--- config.mk ---
export PLATFORM = sky130hd
export DESIGN_NAME = elevator_car_drive
export DESIGN_NICKNAME = d
export VERILOG_FILES = /design/src/rtl/elevator_car_drive.sv
export SDC_FILE = /design/constraint.sdc
export NUM_CORES = 1
export LEC_CHECK = 0
export BUFFER_PORTS_ARGS = -buffer_cell sky130_fd_sc_hd__buf_2
export CAP_MARGIN = 20
export CORE_UTILIZATION = 50
export CTS_CLUSTER_SIZE = 25
export DETAILED_ROUTE_END_ITERATION = 8
export GPL_ROUTABILITY_DRIVEN = 0
export HOLD_SLACK_MARGIN = 0.03
export PLACE_DENSITY_LB_ADDON = 0.15
export SLEW_MARGIN = 10
export SYNTH_ARGS = -nofsm -noshare
export SYNTH_HDL_FRONTEND = slang
export SYNTH_SLANG_ARGS = --single-unit
export TNS_END_PERCENT = 10
--- constraint.sdc ---
create_clock -name clk -period 2.2 [get_ports clk]
set_clock_uncertainty 0.1 [all_clocks]
set_input_delay 0.11 -clock clk [delete_from_list [all_inputs] [get_ports clk]]
set_output_delay 0.11 -clock clk [all_outputs]
set_load 0.01 [all_outputs]
--- src/rtl/elevator_car_drive.sv ---
// Car-side drive for the elevator controller.
// Accepts single-floor move commands and door-open requests, models travel
// and door dwell time with an 8-bit down-counter, and reports floor, motion,
// arrival, door-cycle-complete and illegal-command pulses.
// Door and motion are interlocked structurally: moving is only set on the
// IDLE->MOVE transition, door_open only on IDLE->DOOR, and both are cleared
// on the way back to IDLE, so the two can never be active together.

module elevator_car_drive #(
    parameter int TRAVEL_TICKS = 8,
    parameter int DOOR_TICKS   = 5
) (
    input  logic       clk,
    input  logic       rst,
    input  logic       cmd_valid,
    input  logic [1:0] cmd_dir,
    output logic       cmd_ready,
    input  logic       open_req,
    output logic [1:0] floor,
    output logic [1:0] moving,
    output logic       arrived,
    output logic       door_open,
    output logic       door_done,
    output logic       fault
);

    localparam logic [1:0] ST_IDLE  = 2'b00;
    localparam logic [1:0] ST_MOVE  = 2'b01;
    localparam logic [1:0] ST_DOOR  = 2'b10;

    localparam logic [1:0] DIR_UP   = 2'b10;
    localparam logic [1:0] DIR_DN   = 2'b01;
    localparam logic [1:0] DIR_NONE = 2'b00;

    localparam logic [1:0] FLOOR_BOT = 2'b00;
    localparam logic [1:0] FLOOR_TOP = 2'b11;

    localparam logic [7:0] TRAVEL_LOAD = 8'(TRAVEL_TICKS - 1);
    localparam logic [7:0] DOOR_LOAD   = 8'(DOOR_TICKS - 1);

    // Out-of-range tick counts make the timer load meaningless; flag them.
    generate
        if ((TRAVEL_TICKS < 1) || (TRAVEL_TICKS > 255) ||
            (DOOR_TICKS < 1) || (DOOR_TICKS > 255)) begin : g_param_check
            $error("elevator_car_drive: TRAVEL_TICKS and DOOR_TICKS must be 1..255");
        end
    endgenerate

    logic [1:0] state_q,     state_d;
    logic [7:0] timer_q,     timer_d;
    logic [1:0] floor_q,     floor_d;
    logic [1:0] moving_q,    moving_d;
    logic       arrived_q,   arrived_d;
    logic       door_open_q, door_open_d;
    logic       door_done_q, door_done_d;
    logic       fault_q,     fault_d;

    // Ready only when idle with no pending door request, and never in reset.
    assign cmd_ready = rst & (state_q == ST_IDLE) & ~open_req;

    // Next-state logic: IDLE arbitration, travel timing and door dwell/hold.
    always_comb begin
        state_d     = state_q;
        timer_d     = timer_q;
        floor_d     = floor_q;
        moving_d    = moving_q;
        door_open_d = door_open_q;
        arrived_d   = 1'b0;
        door_done_d = 1'b0;
        fault_d     = 1'b0;

        case (state_q)
            ST_IDLE: begin
                if (open_req) begin
                    // Door request outranks any command presented this cycle.
                    state_d     = ST_DOOR;
                    door_open_d = 1'b1;
                    timer_d     = DOOR_LOAD;
                end else if (cmd_valid) begin
                    case (cmd_dir)
                        DIR_UP: begin
                            if (floor_q != FLOOR_TOP) begin
                                state_d  = ST_MOVE;
                                moving_d = DIR_UP;
                                timer_d  = TRAVEL_LOAD;
                            end else begin
                                fault_d = 1'b1;
                            end
                        end
                        DIR_DN: begin
                            if (floor_q != FLOOR_BOT) begin
                                state_d  = ST_MOVE;
                                moving_d = DIR_DN;
                                timer_d  = TRAVEL_LOAD;
                            end else begin
                                fault_d = 1'b1;
                            end
                        end
                        DIR_NONE: begin
                            state_d = ST_IDLE;
                        end
                        default: begin
                            fault_d = 1'b1;
                        end
                    endcase
                end else begin
                    state_d = ST_IDLE;
                end
            end
            ST_MOVE: begin
                if (timer_q == 8'd0) begin
                    // The legality check at acceptance keeps this from wrapping.
                    if (moving_q == DIR_UP) begin
                        floor_d = floor_q + 2'd1;
                    end else begin
                        floor_d = floor_q - 2'd1;
                    end
                    moving_d  = DIR_NONE;
                    arrived_d = 1'b1;
                    state_d   = ST_IDLE;
                end else begin
                    timer_d = timer_q - 8'd1;
                end
            end
            ST_DOOR: begin
                if (timer_q == 8'd0) begin
                    if (open_req) begin
                        // Door-hold: start another full dwell period.
                        timer_d = DOOR_LOAD;
                    end else begin
                        door_open_d = 1'b0;
                        door_done_d = 1'b1;
                        state_d     = ST_IDLE;
                    end
                end else begin
                    timer_d = timer_q - 8'd1;
                end
            end
            default: begin
                state_d     = ST_IDLE;
                timer_d     = 8'd0;
                moving_d    = DIR_NONE;
                door_open_d = 1'b0;
            end
        endcase
    end

    // State and output registers; reset aborts any move or door cycle at once.
    always_ff @(posedge clk or negedge rst) begin
        if (!rst) begin
            state_q     <= ST_IDLE;
            timer_q     <= 8'd0;
            floor_q     <= FLOOR_BOT;
            moving_q    <= DIR_NONE;
            arrived_q   <= 1'b0;
            door_open_q <= 1'b0;
            door_done_q <= 1'b0;
            fault_q     <= 1'b0;
        end else begin
            state_q     <= state_d;
            timer_q     <= timer_d;
            floor_q     <= floor_d;
            moving_q    <= moving_d;
            arrived_q   <= arrived_d;
            door_open_q <= door_open_d;
            door_done_q <= door_done_d;
            fault_q     <= fault_d;
        end
    end

    assign floor     = floor_q;
    assign moving    = moving_q;
    assign arrived   = arrived_q;
    assign door_open = door_open_q;
    assign door_done = door_done_q;
    assign fault     = fault_q;

endmodule

==> flow_summary.json, run 1 <==
{
  "period_needed_ps": 2103,
  "yosys_warns": 0,
  "critical-path-slowest-cell": "sky130_fd_sc_hd__or4b_4",
  "timing.max_slew.rel_slack_pct": 66.63,
  "detail_route.vias_per_cell": 5.698,
  "max_cap_viol_count": 0,
  "die_y_um": 48.47,
  "layout.cell_area.non_filler_um2": 1269,
  "drt_iter0_drc": 35,
  "ant_diodes": 0,
  "final_setup_tns_ps": 0,
  "cts_setup_buffers": 0,
  "peakVddDrop_uv": 737.8,
  "core_area_um2": 2002,
  "cts_tree": "yes",
  "grt_setup_unrepaired": "no",
  "cp_data_required_time_ps": 2350,
  "path_cells": "inv_1 > ha_2 > or4b_4 > or4b_1 > a21oi_1 > a21o_1",
  "drive_above_1_share_pct": 20.74,
  "port-buffer-count": 14,
  "grt_start_max_net_pins": 20,
  "total_cell_area_at_the_placement_stage_um2": 1191,
  "synth.avg_cell_area_um2": 9.389,
  "synthCells": 115,
  "placementRows": 16,
  "hold_slack_ps": 139.9,
  "global_route_wire_length_before_repair_um": 4043,
  "setup.worst_path.end_class": "register",
  "worst_skew_pair.late_latency_ps": 300,
  "numClockSinks": 18,
  "postSynthNetCount": 126,
  "critical-path-top-delay-family": "simple AND/OR/NAND/NOR gates",
  "highest_layer": "met4",
  "finalSetupViolations": 0,
  "critical_path.max_fanout": 6,
  "leakage_power_of_the_design_nw": 0.6059,
  "start_kind": "register",
  "cts-htree-levels": 1,
  "drc_errors": 0,
  "worst_slew_pin_slew_ps": 496.8,
  "area_growth_pct": 17.50,
  "route.antenna.remaining_nets": 0,
  "synth.ff_latch_count": 18,
  "clkSlewWorstSetupHoldPaths_ps": 100,
  "netlist_top_cells_area": "sky130_fd_sc_hd__dfrtp_1, sky130_fd_sc_hd__ha_1, sky130_fd_sc_hd__nor2_1, sky130_fd_sc_hd__inv_1, sky130_fd_sc_hd__nand2_1",
  "report.final.hold_viol_count": 0,
  "dieArea_um2": 2349,
  "cell_type_with_the_highest_aggregate_area_in_the_netlist": "sky130_fd_sc_hd__dfrtp_1",
  "max_frequency_ghz": 0.4754,
  "first_global_vias": 878,
  "layout_worst_path_cycle_share_pct": 95.61,
  "drt-wirelength-per-cell_um": 14.26,
  "via_count": 923,
  "design.final.nets": 147,
  "status": "finished clean",
  "holdCritPathClass": "in2reg",
  "initial_antenna_violation_count": 0,
  "floorplan.initialDensity_pct": 53.94,
  "tritoncts.num_buffers": 3,
  "cts-root-to-sink-buffers": 2,
  "design.portCount": 15,
  "post-dp-hpwl_um": 1689,
  "power.density_nw_per_um2": 1059,
  "route.met2.wl_um": 1088,
  "slew_viol_final": 0,
  "synthDistinctLibCells": 39,
  "syn-cell-area_um2": 1080,
  "critical_path.max_stage_delay_ps": 520,
  "drt-met1-wl_um": 1060,
  "cts_root_buffer": "sky130_fd_sc_hd__clkbuf_4",
  "synth.yosys.seq_area_share_pct": 41.71,
  "groute.usage.overall_pct": 22.68,
  "grt.overflow.total": 0,
  "firstDrtPassIters": 4,
  "chip_width_um": 48.47,
  "wl_met3_um": 120,
  "total_wirelength_of_the_detailed_routed_design_um": 2310,
  "yosysTopAreaCellShare_pct": 41.71,
  "crit_buf_inv": 1,
  "worst_ep_arrival_ps": 2250,
  "crit_path_kind": "reg2reg"
}
state kept, by name (all words and copies together), names as in the netlist:
name       cells
door_done      1
arrived        1
moving         2
fault          1
timer_q        8
state_q        2
door_open      1
floor          2
where the power goes:
group          switching (mW)  internal, mW
sequential              0.139         0.439
combinational           0.283         0.276
clock                   0.107         0.101
total                   0.528         0.815
tightest hold or removal path, cell delays in order:
cell and delay, ps:
sky130_fd_sc_hd__buf_2 100, sky130_fd_sc_hd__ha_1 130, sky130_fd_sc_hd__o211a_1 160
cell usage in the layout, fill, tap and decap left out, types with 3 or more instances in the layout:
master | synthesis | routed
sky130_fd_sc_hd__inv_1 | 9 | 9
sky130_fd_sc_hd__nor2_1 | 11 | 10
sky130_fd_sc_hd__nand3_1 | 3 | 3
sky130_fd_sc_hd__clkbuf_4 | 0 | 3
sky130_fd_sc_hd__or3_1 | 3 | 3
sky130_fd_sc_hd__nor3_1 | 5 | 5
sky130_fd_sc_hd__dlygate4sd3_1 | 0 | 3
sky130_fd_sc_hd__xnor2_1 | 3 | 3
sky130_fd_sc_hd__a21oi_1 | 5 | 5
sky130_fd_sc_hd__buf_4 | 0 | 3
sky130_fd_sc_hd__buf_2 | 0 | 14
sky130_fd_sc_hd__nand2_1 | 7 | 7
sky130_fd_sc_hd__o32ai_1 | 3 | 3
sky130_fd_sc_hd__ha_1 | 5 | 4
sky130_fd_sc_hd__dfrtp_1 | 18 | 18
sky130_fd_sc_hd__o21ai_0 | 4 | 4
cell families after synthesis:
family	count (synthesis)	synth area share, %
AOI/OAI and AO/OA	26	18.19
xor gates and xnor gates	4	3.245
adders and majority gates	6	6.721
buffers and inverters	13	4.518
DFF	18	41.71
muxes	2	1.854
and+or+nand+nor	46	23.75
per-layer routing:
metal	vias up	track usage (%)
met5	-	0
met4	0	9.804
met3	4	4.088
met2	30	35.92
met1	428	30.44
li1	461	-
synth_stat cells:
cell type                    n
sky130_fd_sc_hd__nand2_1     7
sky130_fd_sc_hd__a21o_1      1
sky130_fd_sc_hd__or4b_4      1
sky130_fd_sc_hd__maj3_1      1
sky130_fd_sc_hd__o21ba_2     1
sky130_fd_sc_hd__a32o_1      1
sky130_fd_sc_hd__o2bb2ai_1   2
sky130_fd_sc_hd__or3b_2      1
sky130_fd_sc_hd__nand2b_1    2
sky130_fd_sc_hd__o211a_1     1
sky130_fd_sc_hd__mux2i_1     2
sky130_fd_sc_hd__a211oi_1    1
sky130_fd_sc_hd__xnor2_1     3
sky130_fd_sc_hd__o21ai_0     4
sky130_fd_sc_hd__nor4b_1     2
sky130_fd_sc_hd__nand3_1     3
sky130_fd_sc_hd__xor2_1      1
sky130_fd_sc_hd__nor4_1      2
sky130_fd_sc_hd__a221o_1     1
sky130_fd_sc_hd__a21oi_1     5
sky130_fd_sc_hd__nor3_1      5
sky130_fd_sc_hd__or4b_1      1
sky130_fd_sc_hd__nand4_1     2
sky130_fd_sc_hd__nor2_1     11
sky130_fd_sc_hd__ha_1        5
sky130_fd_sc_hd__and2_1      2
sky130_fd_sc_hd__o32a_1      2
sky130_fd_sc_hd__a211o_2     1
sky130_fd_sc_hd__nor2b_1     2
sky130_fd_sc_hd__or3_1       3
sky130_fd_sc_hd__nor3_2      1
sky130_fd_sc_hd__o32ai_1     3
sky130_fd_sc_hd__a211o_1     1
sky130_fd_sc_hd__a31oi_1     1
sky130_fd_sc_hd__dfrtp_1    18
sky130_fd_sc_hd__a22oi_1     1
sky130_fd_sc_hd__inv_1       9
sky130_fd_sc_hd__or4_1       1
sky130_fd_sc_hd__clkbuf_1    4
stage by stage:
step / total power, mW / instances / worst slack [ps] / utilization [%]
global placement: 1.091 / 155 / 120.4 / 59.50
finish: 1.343 / 162 / 96.63 / 63.38
global route: 1.442 / 162 / 5.307 / 63.38
CTS: 1.329 / 162 / 61.64 / 62.81
floorplan: 0.9569 / 115 / 183.5 / -
detailed placement: 1.114 / 155 / 87.51 / 59.50
layout make-up:
type                    instances  area [um^2]
inverters                       9        33.78
multi-input cells              84        591.8
well taps                      27        33.78
repair buffers                 20        122.6
clock buffers                   4        36.28
flip-flops and latches         18        450.4
fillers                       165        733.2
repair_timing:
action / in CTS / in global routing
setup endpoints to repair: 0 / 3
hold buffers: 3 / 0
gates resized for setup: 0 / 3
hold endpoints to repair: 20 / 0
final timing paths:
path                                         from                endpoint  slack (ps)  depth (start not counted)
setup / recovery           timer_q[0]$_DFFE_PN0P_  timer_q[6]$_DFFE_PN0P_         100                          6
hold / removal                         cmd_dir[1]         fault$_DFF_PN0_         140                          3
setup reg to reg           timer_q[0]$_DFFE_PN0P_  timer_q[6]$_DFFE_PN0P_         100                          6
hold reg to reg              floor[1]$_DFFE_PN0N_    floor[1]$_DFFE_PN0N_         420                          1
max in group asynchronous                     rst     door_done$_DFF_PN0_        1550                          2
min in group asynchronous                     rst         fault$_DFF_PN0_         160                          2
Power figures use the tool's default switching activity.
==> run 2: changes to the inputs <==
--- a/config.mk
+++ b/config.mk
@@ -5,9 +5,10 @@
 export SDC_FILE = /design/constraint.sdc
 export NUM_CORES = 1
 export LEC_CHECK = 0
+export ABC_AREA = 1
 export BUFFER_PORTS_ARGS = -buffer_cell sky130_fd_sc_hd__buf_2
 export CAP_MARGIN = 20
-export CORE_UTILIZATION = 50
+export CORE_UTILIZATION = 51
 export CTS_CLUSTER_SIZE = 25
 export DETAILED_ROUTE_END_ITERATION = 8
 export GPL_ROUTABILITY_DRIVEN = 0
==> flow_summary.json, run 2 <==
{
  "floorplan.initialDensity_pct": 54.41,
  "critical_path.reg2reg.endpoint": "door_open$_DFFE_PN0P_",
  "synthDistinctLibCells": 23,
  "layout_worst_path_cycle_share_pct": 77.72,
  "cp_data_required_time_ps": 2310,
  "cts_root_buffer": "sky130_fd_sc_hd__clkbuf_4",
  "holdCritPathClass": "in2reg",
  "design.portCount": 15,
  "design.final.nets": 195,
  "leakage_power_of_the_design_nw": 0.7517,
  "r2r_start": "timer_q[0]$_DFFE_PN0P_",
  "report.final.hold_viol_count": 0,
  "cts-htree-levels": 1,
  "chip_width_um": 50.58,
  "grt_start_max_net_pins": 20,
  "firstDrtPassIters": 4,
  "ys_top_cells_by_count": "sky130_fd_sc_hd__nand2_1, sky130_fd_sc_hd__inv_1, sky130_fd_sc_hd__dfrtp_1",
  "numClockSinks": 18,
  "num-fill-cells": 204,
  "power.density_nw_per_um2": 837.7,
  "finalSetupViolations": 0,
  "post-dp-hpwl_um": 1715,
  "status": "finished clean",
  "max_cap_viol_count": 0,
  "multi_input_area_um2": 635.6,
  "dieArea_um2": 2558,
  "postSynthNetCount": 176,
  "ctsHoldBuffers": 1,
  "clkSlewWorstSetupHoldPaths_ps": 110,
  "worst_slew_pin_slew_ps": 423.2,
  "core_area_um2": 2212,
  "yosys_warns": 0,
  "detail_route.vias_per_cell": 4.863,
  "area_growth_pct": 11.95,
  "cts-root-to-sink-buffers": 2,
  "synth.ff_latch_count": 18,
  "start_kind": "register",
  "timing.max_slew.rel_slack_pct": 71.79,
  "largest_register": "timer_q",
  "peakVddDrop_uv": 723.5,
  "placementRows": 17,
  "drive_above_1_share_pct": 17.49,
  "cts_setup_buffers": 0,
  "synth.yosys.seq_area_share_pct": 37.42,
  "critical_path.max_fanout": 8,
  "cts_tree": "yes",
  "hold_depth": 5,
  "cts-resized-gates": 0,
  "tritoncts.num_buffers": 3,
  "cp-startpoint": "timer_q[0]$_DFFE_PN0P_",
  "setup.worst_path.end_class": "register",
  "worst_skew_pair.late_latency_ps": 300,
  "drt-wirelength-per-cell_um": 10.41,
  "hold_slack_ps": 66.08,
  "via_count": 1026,
  "synth_edf_count": 0,
  "cell_type_with_the_highest_aggregate_area_in_the_netlist": "sky130_fd_sc_hd__dfrtp_1",
  "layout.cells.most_common_list": "sky130_fd_sc_hd__nand2_1, sky130_fd_sc_hd__inv_1, sky130_fd_sc_hd__dfrtp_1, sky130_fd_sc_hd__nor2_1, sky130_fd_sc_hd__buf_2",
  "timing.reg2reg.setup_slack_ps": 490,
  "grt_setup_unrepaired": "no",
  "drc_errors": 0,
  "yosysTopAreaCellShare_pct": 37.42,
  "worst_ep_arrival_ps": 1820,
  "number_of_flip_flops_in_the_largest_register": 8,
  "synthCells": 165,
  "die_y_um": 50.58,
  "groute.usage.overall_pct": 20.68,
  "route.antenna.remaining_nets": 0,
  "syn-cell-area_um2": 1204,
  "total_wirelength_of_the_detailed_routed_design_um": 2197,
  "grt.overflow.total": 0,
  "crit_path_kind": "reg2reg",
  "synth.avg_cell_area_um2": 7.295,
  "max_frequency_ghz": 0.5848,
  "regArea_um2": 450.4,
  "ant_diodes": 0,
  "mostFrequentLayoutCell": "sky130_fd_sc_hd__nand2_1",
  "first_global_vias": 933,
  "port-buffer-count": 14,
  "global_route_wire_length_before_repair_um": 4008,
  "hold-path-endpoint": "fault$_DFF_PN0_",
  "dominantRegCellSynth": "sky130_fd_sc_hd__dfrtp_1",
  "period_needed_ps": 1710,
  "slew_viol_final": 0,
  "worst-r2r-cell-count": 9,
  "initial_antenna_violation_count": 0,
  "drt_iter0_drc": 22,
  "netlist_top_cells_area": "sky130_fd_sc_hd__dfrtp_1, sky130_fd_sc_hd__nand2_1, sky130_fd_sc_hd__inv_1, sky130_fd_sc_hd__ha_1, sky130_fd_sc_hd__nor2_1",
  "synthMostInstantiatedCell": "sky130_fd_sc_hd__nand2_1",
  "final_setup_tns_ps": 0,
  "synth-async-reset-ratio_pct": 100.0,
  "holdCritStartpoint": "cmd_valid"
}
[run 2: changes by cell type after synthesis, moves of 3 or more]
cell                       delta
sky130_fd_sc_hd__nor2_1       +3
sky130_fd_sc_hd__inv_1       +17
sky130_fd_sc_hd__or3_1        -3
sky130_fd_sc_hd__clkbuf_1     -4
sky130_fd_sc_hd__o21ai_1      +4
sky130_fd_sc_hd__xor2_1       +3
sky130_fd_sc_hd__nand2_2      +4
sky130_fd_sc_hd__o32ai_1      -3
sky130_fd_sc_hd__nand3_1      +7
sky130_fd_sc_hd__nand2_1     +46
sky130_fd_sc_hd__a21oi_1      -5
[run 2: metal layers]
metal,vias up,share of wire (%),GRT usage (%)
met5,-,0,0
met2,21,44,32.44
met1,457,51,28.63
met4,0,0.55,4.167
li1,546,-,-
met3,2,4.6,5.455
[run 2: worst max-delay path by stage]
stage | endpoint | slack, ps | cells past startpoint
floorplan | door_open$_DFFE_PN0P_ | 650 | 9
global placement | door_open$_DFFE_PN0P_ | 570 | 9
detailed placement | door_open$_DFFE_PN0P_ | 520 | 9
CTS | door_open$_DFFE_PN0P_ | 490 | 9
global route | moving[1]$_DFFE_PN0P_ | 290 | 9
finish | door_open$_DFFE_PN0P_ | 490 | 9
[run 2: per-stage QoR]
| step | worst slack (ps) | area [um^2] | util, % | cells | total power, mW |
|---|---|---|---|---|---|
| 2_1_floorplan | 651.4 | 1204 | - | 165 | 0.8311 |
| 3_3_place_gp | 573.7 | 1301 | 58.82 | 206 | 0.9167 |
| 3_5_place_dp | 516.7 | 1301 | 58.82 | 206 | 0.9288 |
| 4_1_cts | 492.6 | 1348 | 60.92 | 211 | 1.139 |
| 5_1_grt | 292.4 | 1348 | 60.92 | 211 | 1.248 |
| 6_report | 490.1 | 1348 | 60.92 | 211 | 1.129 |
[run 2: final cells by class]
type	count	share of cell area, %
multi-input cells	118	47.17
repair buffers	15	5.942
clock buffers	4	2.693
well taps	28	2.600
inverters	28	8.171
flip-flops and latches	18	33.43
[run 2: report_power, final]
part           internal (mW)  total (mW)  switching (mW)
clock network          0.101       0.206           0.105
logic                  0.169       0.431           0.262
registers              0.412       0.492          0.0793
total                  0.682        1.13           0.447
[run 2: kinds of logic (layout without fill, tap and decap cells)]
family,after synthesis,after routing,synth area share [%]
fa+ha+maj,5,5,5.198
compound gates,13,13,6.445
buf+inv,29,47,9.771
flops,18,18,37.42
xor+xnor,6,6,4.366
simple gates,94,94,36.80
[run 2: worst max-delay path, cell delays in order (launching register included)]
cell and delay, ps:
sky130_fd_sc_hd__dfrtp_1 390, sky130_fd_sc_hd__inv_1 130, sky130_fd_sc_hd__ha_1 240, sky130_fd_sc_hd__inv_1 60, sky130_fd_sc_hd__nor3_1 170, sky130_fd_sc_hd__nand2_2 170
sky130_fd_sc_hd__o21ai_1 180, sky130_fd_sc_hd__nand2_1 70, sky130_fd_sc_hd__nand2_1 60, sky130_fd_sc_hd__nand2_1 50
==> run 3: changes to the inputs <==
==> constraint.sdc (replaced) <==
create_clock -name clk -period 1.53 [get_ports clk]
set_clock_uncertainty 0.1 [all_clocks]
set_input_delay 0.0765 -clock clk [delete_from_list [all_inputs] [get_ports clk]]
set_output_delay 0.0765 -clock clk [all_outputs]
set_load 0.01 [all_outputs]
==> flow_summary.json, run 3 (synthesis results as in run 2) <==
{
  "drt_iter0_drc": 20,
  "drive_above_1_share_pct": 25.26,
  "chip_width_um": 50.58,
  "worst-r2r-cell-count": 9,
  "via_count": 1062,
  "power.clock.fraction_pct": 16.5,
  "mostFrequentLayoutCell": "sky130_fd_sc_hd__nand2_1",
  "numClockSinks": 18,
  "total_wirelength_of_the_detailed_routed_design_um": 2382,
  "comb_power_share_pct": 43.8,
  "groute.usage.overall_pct": 21.75,
  "report.final.hold_viol_count": 0,
  "cts-htree-levels": 1,
  "critical-path-slowest-cell": "sky130_fd_sc_hd__dfrtp_1",
  "core_area_um2": 2212,
  "cts_tree": "yes",
  "grt.overflow.total": 0,
  "finalSetupViolations": 0,
  "max_frequency_ghz": 0.6711,
  "ant_diodes": 0,
  "design.final.nets": 202,
  "place_worst_setup_slack_ps": -47.64,
  "peakVddDrop_uv": 1157,
  "drc_errors": 0,
  "floorplan.initialDensity_pct": 54.41,
  "critical_path.max_stage_delay_ps": 410,
  "hold_depth": 5,
  "grt_setup_unrepaired": "yes",
  "leakage_power_of_the_design_nw": 0.7831,
  "start_kind": "register",
  "setup.worst_path.end_class": "register",
  "power.density_nw_per_um2": 1247,
  "worst_ep_arrival_ps": 1590,
  "crit_path_kind": "reg2reg",
  "global_route_wire_length_before_repair_um": 4112,
  "post-dp-hpwl_um": 1882,
  "slew_viol_final": 0,
  "die_y_um": 50.58,
  "clkSlewWorstSetupHoldPaths_ps": 100,
  "power_switching_share_pct": 39.60,
  "power.net_switching_uw": 711.7,
  "timing.reg2reg.setup_slack_ps": 40,
  "initial_antenna_violation_count": 0,
  "route.antenna.remaining_nets": 0,
  "critical_path.max_fanout": 8,
  "holdCritStartpoint": "cmd_valid",
  "critical_path.reg2reg.endpoint": "moving[1]$_DFFE_PN0P_",
  "layout.cells.most_common_list": "sky130_fd_sc_hd__nand2_1, sky130_fd_sc_hd__inv_1, sky130_fd_sc_hd__dfrtp_1, sky130_fd_sc_hd__buf_2, sky130_fd_sc_hd__nor2_1",
  "placementRows": 17,
  "worst_slew_pin_slew_ps": 269.1,
  "timing.max_slew.rel_slack_pct": 82.02,
  "setup_slack_ps": 39.92,
  "number_of_flip_flops_in_the_largest_register": 8,
  "first_global_vias": 972,
  "path_cells": "inv_2 > ha_4 > inv_1 > nor3_2 > nand2_2 > nand2_2 > nand3_4 > nand2_1 > o21ai_1",
  "tritoncts.num_buffers": 3,
  "internal-power_mw": 1.085,
  "detail_route.vias_per_cell": 4.872,
  "grt_start_max_net_pins": 19,
  "status": "finished clean",
  "crit_path_frequent_cell": "sky130_fd_sc_hd__nand2_2",
  "largest_register": "timer_q",
  "cts_root_buffer": "sky130_fd_sc_hd__clkbuf_4",
  "hold-path-endpoint": "fault$_DFF_PN0_",
  "hold_slack_ps": 48.46,
  "r2r_start": "timer_q[1]$_DFFE_PN0P_",
  "layout_worst_path_cycle_share_pct": 97.39,
  "holdCritPathClass": "in2reg",
  "port-buffer-count": 14,
  "drt-wirelength-per-cell_um": 10.93,
  "design.portCount": 15,
  "max_cap_viol_count": 0,
  "area_growth_pct": 19.75,
  "power.sequential.fraction_pct": 39.7,
  "period_needed_ps": 1490,
  "cts-root-to-sink-buffers": 2,
  "cp_data_required_time_ps": 1630,
  "worst_skew_pair.late_latency_ps": 290,
  "dieArea_um2": 2558,
  "firstDrtPassIters": 4
}
[run 3: cell count changes in the layout (fill, tap and decap cells not counted), moves of 2 or more]
| cell | delta |
|---|---|
| sky130_fd_sc_hd__buf_4 | +6 |
| sky130_fd_sc_hd__inv_1 | -2 |
| sky130_fd_sc_hd__inv_2 | +2 |
| sky130_fd_sc_hd__nor2_1 | -2 |
| sky130_fd_sc_hd__nor2_2 | +2 |
[run 3: critical path: cells and delay by family, from the launching register on]
| family | cells | cell delay [ps] |
|---|---|---|
| and+or+nand+nor | 5 | 550 |
| DFF | 1 | 410 |
| AOI/OAI and AO/OA | 1 | 50 |
| adders and majority gates | 1 | 150 |
| buffers and inverters | 2 | 130 |
[run 3: through the flow]
step | cells | TNS (ps) | util, % | total power, mW | cell area [um^2]
floorplan | 165 | -0.6385 | - | 1.200 | 1210
global placement | 212 | -12.01 | 61.14 | 1.386 | 1353
detailed placement | 212 | -254.6 | 61.14 | 1.432 | 1353
CTS | 217 | 0 | 63.97 | 1.766 | 1415
global route | 218 | -475.2 | 65.16 | 1.966 | 1441
finish | 218 | 0 | 65.16 | 1.797 | 1441
[run 3: area by class of cell]
| cell class | count | area [um^2] |
|---|---|---|
| fill | 218 | 770.7 |
| multi-input combinational | 118 | 671.9 |
| inverter | 28 | 110.1 |
| clock buffer | 4 | 36.28 |
| tap | 28 | 35.03 |
| sequential | 18 | 451.7 |
| timing repair buffer | 22 | 136.4 |
[run 3: worst max path at each step]
| stage | startpoint | endpoint |
|---|---|---|
| after CTS | state_q[1]$_DFFE_PN0P_ | cmd_ready |
| after floorplan | timer_q[0]$_DFFE_PN0P_ | moving[1]$_DFFE_PN0P_ |
| after global placement | timer_q[0]$_DFFE_PN0P_ | moving[1]$_DFFE_PN0P_ |
| final | timer_q[1]$_DFFE_PN0P_ | moving[1]$_DFFE_PN0P_ |
| after global routing | timer_q[0]$_DFFE_PN0P_ | door_open$_DFFE_PN0P_ |
| after detailed placement | timer_q[0]$_DFFE_PN0P_ | moving[0]$_DFFE_PN0P_ |
[run 3: power by group through the flow]
stage	combinational (mW)	clock (mW)	sequential, mW
4_1_cts	0.752	0.304	0.710
3_5_place_dp	0.716	0	0.715
6_report	0.787	0.296	0.713
5_1_grt	0.909	0.322	0.735
3_3_place_gp	0.677	0	0.709
2_1_floorplan	0.506	0	0.694
[run 3: per-layer routing]
metal	up-vias	global-route usage (%)	share of wire, %
met2	13	34.44	46
met4	0	9.722	2.1
met3	4	2.727	1.6
met1	482	29.52	51
li1	563	-	-
met5	-	0	0
[run 3: what timing repair did]
item / CTS / global route
endpoints found under the hold margin: 18 / 0
hold buffers: 1 / 0
endpoints found under the setup margin: 10 / 15
pin swaps: 3 / 1
buffers inserted: 0 / 1
gates resized for setup: 3 / 7
